==> config.mk <==
export PLATFORM = sky130hd
export DESIGN_NAME = lcd_stream_monitor
export DESIGN_NICKNAME = d
export VERILOG_FILES = /design/src/rtl/lcd_stream_monitor.sv
export SDC_FILE = /design/constraint.sdc
export NUM_CORES = 1
export LEC_CHECK = 0
export BUFFER_PORTS_ARGS = -buffer_cell sky130_fd_sc_hd__buf_2
export CORE_MARGIN = 2
export CORE_UTILIZATION = 56
export CTS_CLUSTER_DIAMETER = 80
export CTS_CLUSTER_SIZE = 12
export DETAILED_ROUTE_END_ITERATION = 10
export GPL_TIMING_DRIVEN = 0
export HOLD_SLACK_MARGIN = 0.08
export PLACE_DENSITY_LB_ADDON = 0.05
export SLEW_MARGIN = 20
export SYNTH_ARGS = -nofsm -noshare
export SYNTH_HDL_FRONTEND = slang
export SYNTH_SLANG_ARGS = --single-unit
==> constraint.sdc <==
create_clock -name clk12 -period 3.45 [get_ports clk12]
set_input_delay 1.035 -clock clk12 [delete_from_list [all_inputs] [get_ports clk12]]
set_output_delay 1.035 -clock clk12 [all_outputs]
set_load 0.02 [all_outputs]
==> src/rtl/lcd_stream_monitor.sv <==
// lcd_stream_monitor: receive side of the parallel-RGB panel stream.
// Rebuilds pixel coordinates from HSYNC/VSYNC, verifies line and frame
// timing, and exposes a per-frame checksum and a single-pixel probe.
module lcd_stream_monitor #(
    parameter int unsigned H_ACTIVE    = 480,
    parameter int unsigned V_ACTIVE    = 272,
    parameter int unsigned H_TOTAL     = 526,
    parameter int unsigned V_TOTAL     = 286,
    parameter int unsigned H_BACK      = 43,
    parameter int unsigned V_BACK      = 12,
    parameter int unsigned LOCK_FRAMES = 2
) (
    input  logic        clk12,
    input  logic        reset,
    input  logic [23:0] bgr_in,
    input  logic        hsync_in,
    input  logic        vsync_in,
    input  logic        disp_in,
    input  logic        err_clear,
    input  logic [8:0]  probe_x,
    input  logic [8:0]  probe_y,
    output logic [8:0]  pix_x,
    output logic [8:0]  pix_y,
    output logic [23:0] pix_bgr,
    output logic        pix_valid,
    output logic [23:0] probe_bgr,
    output logic        probe_done,
    output logic [23:0] frame_sum,
    output logic        frame_done,
    output logic        locked,
    output logic        line_err,
    output logic        frame_err
);

    typedef enum logic [1:0] {
        ST_SEARCH,
        ST_MEASURE,
        ST_LOCKED
    } state_t;

    // input stage
    logic [23:0] r_bgr;
    logic        r_hs, r_hs_d, r_vs, r_vs_d, r_disp;
    logic        w_hrise, w_vrise;

    // timing counters
    logic [9:0]  r_h_cnt, w_h_cnt;
    logic [9:0]  r_line_cnt, w_line_cnt;
    logic [10:0] w_period;
    logic        w_per_bad, w_lines_ok;

    // active window
    logic [9:0]  w_x, w_y;
    logic        w_in_win;

    // FSM
    state_t      r_state, w_state_nxt;
    logic [7:0]  r_good_cnt, w_good_nxt;
    logic        r_frame_bad, w_bad_nxt;
    logic        r_chk_en, w_chk_nxt;
    logic        w_set_le, w_set_fe, w_fdone;

    // output registers
    logic [8:0]  r_pix_x, r_pix_y;
    logic [23:0] r_pix_bgr, r_probe_bgr, r_frame_sum, r_acc;
    logic        r_pix_valid, r_probe_done, r_frame_done;
    logic        r_locked, r_line_err, r_frame_err;
    logic        w_probe_hit;

    assign pix_x      = r_pix_x;
    assign pix_y      = r_pix_y;
    assign pix_bgr    = r_pix_bgr;
    assign pix_valid  = r_pix_valid;
    assign probe_bgr  = r_probe_bgr;
    assign probe_done = r_probe_done;
    assign frame_sum  = r_frame_sum;
    assign frame_done = r_frame_done;
    assign locked     = r_locked;
    assign line_err   = r_line_err;
    assign frame_err  = r_frame_err;

    // Register the pins once and keep a delayed copy of the syncs for edge detect
    always_ff @(posedge clk12) begin
        if (reset) begin
            r_bgr  <= '0;
            r_hs   <= 1'b0;
            r_hs_d <= 1'b0;
            r_vs   <= 1'b0;
            r_vs_d <= 1'b0;
            r_disp <= 1'b0;
        end else begin
            r_bgr  <= bgr_in;
            r_hs   <= hsync_in;
            r_hs_d <= r_hs;
            r_vs   <= vsync_in;
            r_vs_d <= r_vs;
            r_disp <= disp_in;
        end
    end

    assign w_hrise = r_hs & ~r_hs_d;
    assign w_vrise = r_vs & ~r_vs_d;

    // Current-cycle column and line counts, so the sync-rise cycle itself reads 0
    always_comb begin
        w_h_cnt = r_h_cnt;
        if (w_hrise)
            w_h_cnt = '0;
        else if (r_h_cnt != '1)
            w_h_cnt = r_h_cnt + 10'd1;

        w_line_cnt = r_line_cnt;
        if (w_vrise)
            w_line_cnt = w_hrise ? 10'd1 : 10'd0;
        else if (w_hrise && (r_line_cnt != '1))
            w_line_cnt = r_line_cnt + 10'd1;
    end

    // Hold the counts for the next cycle
    always_ff @(posedge clk12) begin
        if (reset) begin
            r_h_cnt    <= '0;
            r_line_cnt <= '0;
        end else begin
            r_h_cnt    <= w_h_cnt;
            r_line_cnt <= w_line_cnt;
        end
    end

    assign w_period   = {1'b0, r_h_cnt} + 11'd1;
    assign w_per_bad  = w_hrise && r_chk_en && (w_period != 11'(H_TOTAL));
    assign w_lines_ok = (r_line_cnt == 10'(V_TOTAL));

    assign w_x      = w_h_cnt - 10'(H_BACK);
    assign w_y      = w_line_cnt - 10'(V_BACK);
    assign w_in_win = (w_h_cnt >= 10'(H_BACK)) && (w_x < 10'(H_ACTIVE)) &&
                      (w_line_cnt >= 10'(V_BACK)) && (w_y < 10'(V_ACTIVE));

    // Lock FSM state register
    always_ff @(posedge clk12) begin
        if (reset) begin
            r_state     <= ST_SEARCH;
            r_good_cnt  <= '0;
            r_frame_bad <= 1'b0;
            r_chk_en    <= 1'b0;
        end else begin
            r_state     <= w_state_nxt;
            r_good_cnt  <= w_good_nxt;
            r_frame_bad <= w_bad_nxt;
            r_chk_en    <= w_chk_nxt;
        end
    end

    // Lock FSM next-state and event decode
    always_comb begin
        w_state_nxt = r_state;
        w_good_nxt  = r_good_cnt;
        w_bad_nxt   = r_frame_bad;
        w_chk_nxt   = r_chk_en;
        w_set_le    = 1'b0;
        w_set_fe    = 1'b0;
        w_fdone     = 1'b0;
        case (r_state)
            ST_SEARCH: begin
                if (w_vrise) begin
                    w_state_nxt = ST_MEASURE;
                    w_good_nxt  = '0;
                    w_bad_nxt   = 1'b0;
                    w_chk_nxt   = 1'b0;
                end
            end
            ST_MEASURE: begin
                if (w_hrise)
                    w_chk_nxt = 1'b1;
                if (w_per_bad)
                    w_bad_nxt = 1'b1;
                if (w_vrise) begin
                    w_bad_nxt = 1'b0;
                    if (!r_frame_bad && !w_per_bad && w_lines_ok) begin
                        w_good_nxt = r_good_cnt + 8'd1;
                        if (w_good_nxt >= 8'(LOCK_FRAMES))
                            w_state_nxt = ST_LOCKED;
                    end else begin
                        w_good_nxt = '0;
                    end
                end
            end
            ST_LOCKED: begin
                if (w_hrise)
                    w_chk_nxt = 1'b1;
                // A bad line also marks the current frame bad so it cannot count towards relock
                if (w_per_bad) begin
                    w_set_le    = 1'b1;
                    w_state_nxt = ST_MEASURE;
                    w_good_nxt  = '0;
                    w_chk_nxt   = 1'b0;
                    w_bad_nxt   = ~w_vrise;
                end
                if (w_vrise) begin
                    if (!w_lines_ok) begin
                        w_set_fe    = 1'b1;
                        w_state_nxt = ST_MEASURE;
                        w_good_nxt  = '0;
                        w_chk_nxt   = 1'b0;
                    end else if (!w_per_bad) begin
                        w_fdone = 1'b1;
                    end
                end else if (w_line_cnt == '1) begin
                    w_set_fe    = 1'b1;
                    w_state_nxt = ST_MEASURE;
                    w_good_nxt  = '0;
                    w_chk_nxt   = 1'b0;
                end
            end
            default: w_state_nxt = ST_SEARCH;
        endcase
    end

    // Status flags, checksum capture and lock indication
    always_ff @(posedge clk12) begin
        if (reset) begin
            r_locked     <= 1'b0;
            r_line_err   <= 1'b0;
            r_frame_err  <= 1'b0;
            r_frame_done <= 1'b0;
            r_frame_sum  <= '0;
            r_acc        <= '0;
        end else begin
            r_locked     <= (w_state_nxt == ST_LOCKED);
            r_line_err   <= w_set_le | (r_line_err & ~err_clear);
            r_frame_err  <= w_set_fe | (r_frame_err & ~err_clear);
            r_frame_done <= w_fdone;
            if (w_fdone)
                r_frame_sum <= r_acc;
            if (w_vrise)
                r_acc <= '0;
            else if (r_pix_valid)
                r_acc <= r_acc + r_pix_bgr;
        end
    end

    // Registered pixel outputs
    always_ff @(posedge clk12) begin
        if (reset) begin
            r_pix_x     <= '0;
            r_pix_y     <= '0;
            r_pix_bgr   <= '0;
            r_pix_valid <= 1'b0;
        end else begin
            r_pix_x     <= w_x[8:0];
            r_pix_y     <= w_y[8:0];
            r_pix_bgr   <= r_bgr;
            r_pix_valid <= r_locked && r_disp && w_in_win;
        end
    end

    assign w_probe_hit = r_pix_valid && (r_pix_x == probe_x) && (r_pix_y == probe_y);

    // Probe capture on coordinate match
    always_ff @(posedge clk12) begin
        if (reset) begin
            r_probe_bgr  <= '0;
            r_probe_done <= 1'b0;
        end else begin
            r_probe_done <= w_probe_hit;
            if (w_probe_hit)
                r_probe_bgr <= r_pix_bgr;
        end
    end

endmodule

==> results of run 1 <==
==> what timing repair did <==
item,CTS,global route
gates resized for setup,2,4
buffers inserted,0,3
setup endpoints to repair,11,13
pin swaps,0,4
cloned,0,0
==> metal layers <==
layer / global-route usage, % / wire, um
met1: 34.3 / 9720
met2: 45.2 / 10500
met3: 5.36 / 937
met4: 10.1 / 580
met5: 0 / 0
==> state kept, by name, summed over array words and instances, names as in the netlist, 2 cells and up <==
register / cells
probe_bgr: 24
r_line_cnt: 10
r_good_cnt: 8
pix_bgr: 24
frame_sum: 24
pix_x: 9
r_bgr: 24
r_state: 2
r_h_cnt: 10
r_acc: 24
pix_y: 7
==> critical path, stage by stage (launching register included) <==
cell      delay [ns]
dfxtp_2         0.43
ha_2            0.25
and3b_1         0.17
clkbuf_2        0.17
o21ai_0         0.13
xor2_1          0.18
nor2_1          0.16
ha_2            0.25
nand2_1         0.08
nor4_1          0.17
nand4_1         0.17
o31a_1          0.35
a41oi_4         0.30
nor2_2          0.09
a22o_1          0.23
==> how the worst min path moves through the flow <==
stage	from	end	slack [ns]	cells past startpoint
CTS	r_bgr[18]	pix_bgr[18]	0.44	1
finish	r_bgr[1]	pix_bgr[1]	0.44	1
detailed placement	r_bgr[5]	pix_bgr[5]	0.42	1
floorplan	r_bgr[0]	pix_bgr[0]	0.41	1
global route	r_bgr[21]	pix_bgr[21]	0.45	1
global placement	r_bgr[12]	pix_bgr[12]	0.42	1
==> where the power goes <==
group	internal, mW	total [mW]	switching (mW)
clock	1.16	2.03	0.869
combinational	0.114	0.288	0.175
sequential	2.11	2.14	0.0335
total	3.39	4.46	1.08
==> Yosys cell counts (21+ instances only) <==
cell type / instances / share of area [%]
nand2_1: 83 / 3.7
nor2_1: 114 / 5.1
o21ai_0: 31 / 1.8
dfxtp_1: 179 / 42
mux2i_1: 34 / 4.0
xnor2_1: 34 / 3.5
a21oi_1: 58 / 3.4
nor2b_1: 67 / 5.0
nor3_1: 24 / 1.4
ha_1: 36 / 5.3
inv_1: 21 / 0.93
clkbuf_1: 32 / 1.4
==> cells by family after synthesis <==
logic type               share of synthesized area [%]
AO/OA/AOI/OAI                                     15.3
XOR/XNOR                                          5.16
adder cells (fa/ha/maj)                           5.68
buffers and inverters                             3.52
flip-flops                                        42.4
multiplexers                                      4.16
AND/OR/NAND/NOR                                   23.8
==> area by class of cell <==
type,count,area [sq um]
clock buffers,17,425
fillers,1230,4590
plain buffers,47,215
well taps,184,230
repair buffers,146,738
clock inverters,15,198
multi-input cells,709,4580
inverters,21,78.8
flip-flops and latches,179,3590
==> run_results.csv, run 1 <==
group,metric,value,unit
placement,place_ws,-0.137,ns
floorplanning,ioPinCount,144,
pwr,p_per_area,444,nW/um^2
clock_tree,clockBufferDepth,2,
pwr,irDropWorstVdd,382,uV
setup_path,endpoint_kind,"flip-flop",
timing,tightest_slew,0.787,ns
clock_tree,cts.sinks,179,
synth,synth_area,8460,sq um
floorplanning,dieArea,16100,sq um
clock_tree,cts_max_level,4,
timing,rsz0062_at_grt,"no",
synth,synth_cells,957,
timing,fin_crit_sh,93.8,%
detailed_routing,via_per_inst,5.59,
placement,port_buffers,143,
timing,fin_ws,0.215,ns
clock_tree,clk_pin_slew,0.07,ns
timing,finalHoldViolations,0,
cells_and_area,fin_area,10100,sq um
timing,setup-violations-final,0,
clock_tree,postCtsHoldBufs,0,
global_routing,grt_max_degree,18,
global_routing,grt-ovfl-total,0,
timing,finClkSkew,0.0106,ns
clock_tree,cts-root-buf,"clkbuf_16",
synth,synth_fp_nets,1042,
clock_tree,cts_tree,"done",
synth,yosys_warnings,0,
global_routing,grt_pass1_vias,6720,
timing,holdWs,0.437,ns
floorplanning,fp.dieH,127,um
floorplanning,fp.dieW,127,um
cells_and_area,final_cell_count_no_fill,1318,
synth,synth-edff-count,0,
clock_tree,numCtsBuffers,17,
synth,yosysUniqueCellTypes,81,
synth,avgSynthCellArea,8.84,sq um
global_routing,antenna_found_initial,0,
global_routing,grt_first_pass_wirelength,34200,um
cells_and_area,area_growth,18.9,%
clock_tree,clk_latency,0.43,ns
timing,fmax,309,MHz
placement,dp.cells,1284,
flow_run,drv_cap,0,
cells_and_area,diodes,0,
setup_path,crit_path_start_kind,"flip-flop",
cells_and_area,nets,1206,
global_routing,grt_usage,26.9,%
timing,fin_setup_tns,0,ns
cells_and_area,layout.cells.most_common,"dfxtp_1",
setup_path,rr_startpoint,"r_line_cnt[0]",
setup_path,rr_endpoint,"r_good_cnt[0]",
detailed_routing,wl,21700,um
setup_path,r2r_setup_slack,0.22,ns
cells_and_area,fin_util,68.7,%
setup_path,crit_start,"r_line_cnt[0]",
setup_path,worst_ep_arrival_time,3.55,ns
setup_path,critPathCapture,"r_good_cnt[0]",
timing,drv_slew,0,
detailed_routing,wl_per_cell,16.5,um
timing,slew_headroom,47.6,%
detailed_routing,drc,0,
placement,placed_area,9400,sq um
placement,hpwl,15900,um
floorplanning,rows,44,
hold_path,hold_path.class,"flip-flop to flip-flop",
setup_path,critPathKind,"flip-flop to flip-flop",
placement,gp_congestion,0.904,
setup_path,cp_max_fo,6,
synth,ys_seq_area_share,42.4,%
detailed_routing,num_vias,7371,
cells_and_area,layout_common_cells,"dfxtp_1 (176), buf_2 (152), nor2_1 (114)",
floorplanning,core_region_area,14600,sq um
synth,synth-seq-cells,179,
floorplanning,start_util,57.7,%
detailed_routing,ant_nets,0,
setup_path,r2r_cells,14,
timing,fin_crit,3.23,ns
pwr,power,4.46,mW
synth,synthFlopType,"dfxtp_1",
detailed_routing,drt-initial-drc-count,429,
synth,async_flop_share,0,%
setup_path,cp.required,3.77,ns
detailed_routing,dr.pass1.iters,7,
cells_and_area,drive_gt1_share,19.6,%
outcome,status,"finished, final reports clean",
pwr,p_leak,4.45,nW
Power figures use the tool's default switching activity.
==> run 2, diff against run 1 <==
--- a/config.mk
+++ b/config.mk
@@ -5,9 +5,10 @@
 export SDC_FILE = /design/constraint.sdc
 export NUM_CORES = 1
 export LEC_CHECK = 0
+export ABC_AREA = 1
 export BUFFER_PORTS_ARGS = -buffer_cell sky130_fd_sc_hd__buf_2
 export CORE_MARGIN = 2
-export CORE_UTILIZATION = 56
+export CORE_UTILIZATION = 57
 export CTS_CLUSTER_DIAMETER = 80
 export CTS_CLUSTER_SIZE = 12
 export DETAILED_ROUTE_END_ITERATION = 10
==> run 2 against run 1 <==
Sequential power about the same. Die area rose by 5.8%. Register-to-register slack gained 0.38 ns. Count of clock-buffer cells in the layout is 2 higher. Critical endpoint is now pix_valid. Largest power group unchanged.
==> run_results.csv, run 2 <==
group,metric,value,unit
synth,synth_most_common_cell,"nand2_1",
clock_tree,cts_tree,"done",
floorplanning,start_util,57.9,%
setup_path,crit_start,"r_h_cnt[0]",
timing,fin_crit,2.86,ns
global_routing,grt_pass1_vias,7936,
detailed_routing,dr.pass1.iters,8,
detailed_routing,drt-initial-drc-count,558,
setup_path,rr_startpoint,"r_h_cnt[0]",
synth,synth_fp_nets,1412,
timing,fin_crit_sh,82.9,%
setup_path,endpoint_kind,"flip-flop",
floorplanning,rows,46,
cells_and_area,nets,1573,
timing,fin_setup_tns,0,ns
synth,synth_top_area_share,39.3,%
detailed_routing,ant_nets,0,
detailed_routing,via_per_inst,5.08,
clock_tree,cts_max_level,4,
global_routing,grt_max_degree,17,
setup_path,r2r_cells,19,
pwr,power,4.51,mW
pwr,p_leak,5.62,nW
cells_and_area,fin_util,67.9,%
hold_path,hold_path.class,"flip-flop to flip-flop",
floorplanning,fp.dieH,131,um
synth,synth_commonest_cells,"nand2_1 (254), nor2_1 (243), inv_1 (218), dfxtp_1 (179), o21ai_0 (68)",
clock_tree,clk_latency,0.44,ns
detailed_routing,drc,0,
flow_run,drv_cap,0,
timing,setup-violations-final,0,
synth,synthFlopType,"dfxtp_1",
global_routing,grt_usage,28.9,%
synth,synth_adder_area_share,5.16,%
clock_tree,cts_setup_buffers,0,
setup_path,critPathKind,"flip-flop to flip-flop",
detailed_routing,wl_per_cell,14.1,um
placement,gp_congestion,0.951,
synth,synth_compound_area_share,11.7,%
timing,slew_headroom,51.7,%
synth,synth_area,9120,sq um
timing,finalHoldViolations,0,
synth,synth_mux_area_share,0,%
clock_tree,clockBufferDepth,2,
synth,yosysUniqueCellTypes,44,
pwr,p_per_area,421,nW/um^2
synth,synth_area_leader_cell,"dfxtp_1",
cells_and_area,diodes,0,
timing,rsz0062_at_grt,"no",
synth,synth-seq-cells,179,
synth,synth.area.top_cells,"dfxtp_1 (39%), nand2_1 (10%), nor2_1 (10%)",
synth,ys_seq_area_share,39.3,%
synth,yosys_warnings,0,
cells_and_area,fin_area,10700,sq um
clock_tree,clk_pin_slew,0.07,ns
global_routing,grt_first_pass_wirelength,38500,um
setup_path,critPathCapture,"pix_valid",
floorplanning,fp.dieW,131,um
synth,synth-edff-count,0,
setup_path,cp_max_fo,10,
synth,avgSynthCellArea,6.88,sq um
synth,async_flop_share,0,%
setup_path,cp.required,3.83,ns
synth,synth-simple-area-share,29.9,%
cells_and_area,drive_gt1_share,14.3,%
cells_and_area,layout.cells.most_common,"nand2_1",
detailed_routing,wl,24300,um
clock_tree,postCtsHoldBufs,0,
placement,placed_area,10100,sq um
setup_path,rr_endpoint,"pix_valid",
timing,fmax,350,MHz
synth,synth_xor_area_share,2.98,%
setup_path,worst_ep_arrival_time,3.24,ns
clock_tree,numCtsBuffers,17,
global_routing,antenna_found_initial,1,
clock_tree,cts.sinks,179,
setup_path,r2r_setup_slack,0.59,ns
detailed_routing,num_vias,8716,
cells_and_area,layout_common_cells,"nand2_1 (254), nor2_1 (243), inv_1 (218)",
timing,finClkSkew,0.0104,ns
placement,port_buffers,142,
placement,hpwl,18400,um
timing,drv_slew,0,
clock_tree,cts-root-buf,"clkbuf_16",
synth,synth_top_family_by_area,"simple AND/OR/NAND/NOR gates",
timing,tightest_slew,0.720,ns
floorplanning,core_region_area,15800,sq um
clock_tree,cts_resized,0,
cells_and_area,area_growth,17.4,%
pwr,irDropWorstVdd,363,uV
synth,synth_cells,1327,
setup_path,crit_path_start_kind,"flip-flop",
timing,holdWs,0.402,ns
outcome,status,"finished, final reports clean",
floorplanning,ioPinCount,144,
global_routing,grt-ovfl-total,0,
floorplanning,dieArea,17000,sq um
==> run 2: cells by family (layout without fill, tap and decap cells) <==
kind of cell | Yosys count | after routing
AOI/OAI and AO/OA | 176 | 176
xor gates and xnor gates | 31 | 31
adders and majority gates | 37 | 37
buffers and inverters | 261 | 435
DFF | 179 | 179
and+or+nand+nor | 643 | 643
==> run 2: how the worst min path moves through the flow <==
| stage | from | end | slack, ns | depth (start not counted) |
|---|---|---|---|---|
| after floorplan | r_bgr[0] | pix_bgr[0] | 0.39 | 2 |
| after CTS | r_bgr[18] | pix_bgr[18] | 0.40 | 2 |
| final | r_bgr[18] | pix_bgr[18] | 0.40 | 2 |
| after detailed placement | r_bgr[18] | pix_bgr[18] | 0.39 | 2 |
| after global placement | r_bgr[19] | pix_bgr[19] | 0.39 | 2 |
| after global routing | r_bgr[1] | pix_bgr[1] | 0.41 | 2 |
==> run 2: area by class of cell <==
class,instances,area [sq um]
Inverter,220,826
Fill cell,1448,5060
Sequential cell,179,3580
Clock buffer,19,433
Buffer,41,180
Clock inverter,13,171
Tap cell,216,270
Timing Repair Buffer,142,711
Multi-Input combinational cell,887,4530
==> run 2: power breakdown <==
group / total, mW / internal (mW) / switching (mW)
sequential: 2.16 / 2.12 / 0.0412
clock: 2.02 / 1.15 / 0.870
combinational: 0.326 / 0.109 / 0.218
total: 4.51 / 3.38 / 1.13
==> run 2: per-layer routing <==
metal  vias up  GRT usage [%]  part of all wire, %
met5         -              0                    0
met4         0           10.5                  2.2
met3        45           6.80                  7.9
met2       298           43.8                   42
met1      3860           40.5                   48
li1       4513              -                    -
==> run 2: worst max-delay path: stages (launching register included) <==
cell and delay [ns]:
dfxtp_1 0.52, ha_1 0.29, nand2_2 0.10, nor2_4 0.16
nand3_2 0.13, buf_2 0.21, nand2_1 0.07, nand3_1 0.12
inv_1 0.10, ha_1 0.14, inv_1 0.06, a21oi_2 0.18
nand2_1 0.11, nand2_1 0.11, nand3_1 0.08, nand2_1 0.06
nand2_1 0.04, nor2_1 0.13, nand3_1 0.09, nor2_1 0.08
==> run 2: metrics by stage <==
| stage | std cells | setup slack, ns |
|---|---|---|
| detailed placement | 1685 | 0.532 |
| global route | 1717 | 0.254 |
| CTS | 1717 | 0.609 |
| floorplan | 1327 | 1.05 |
| finish | 1717 | 0.590 |
| global placement | 1685 | 0.546 |
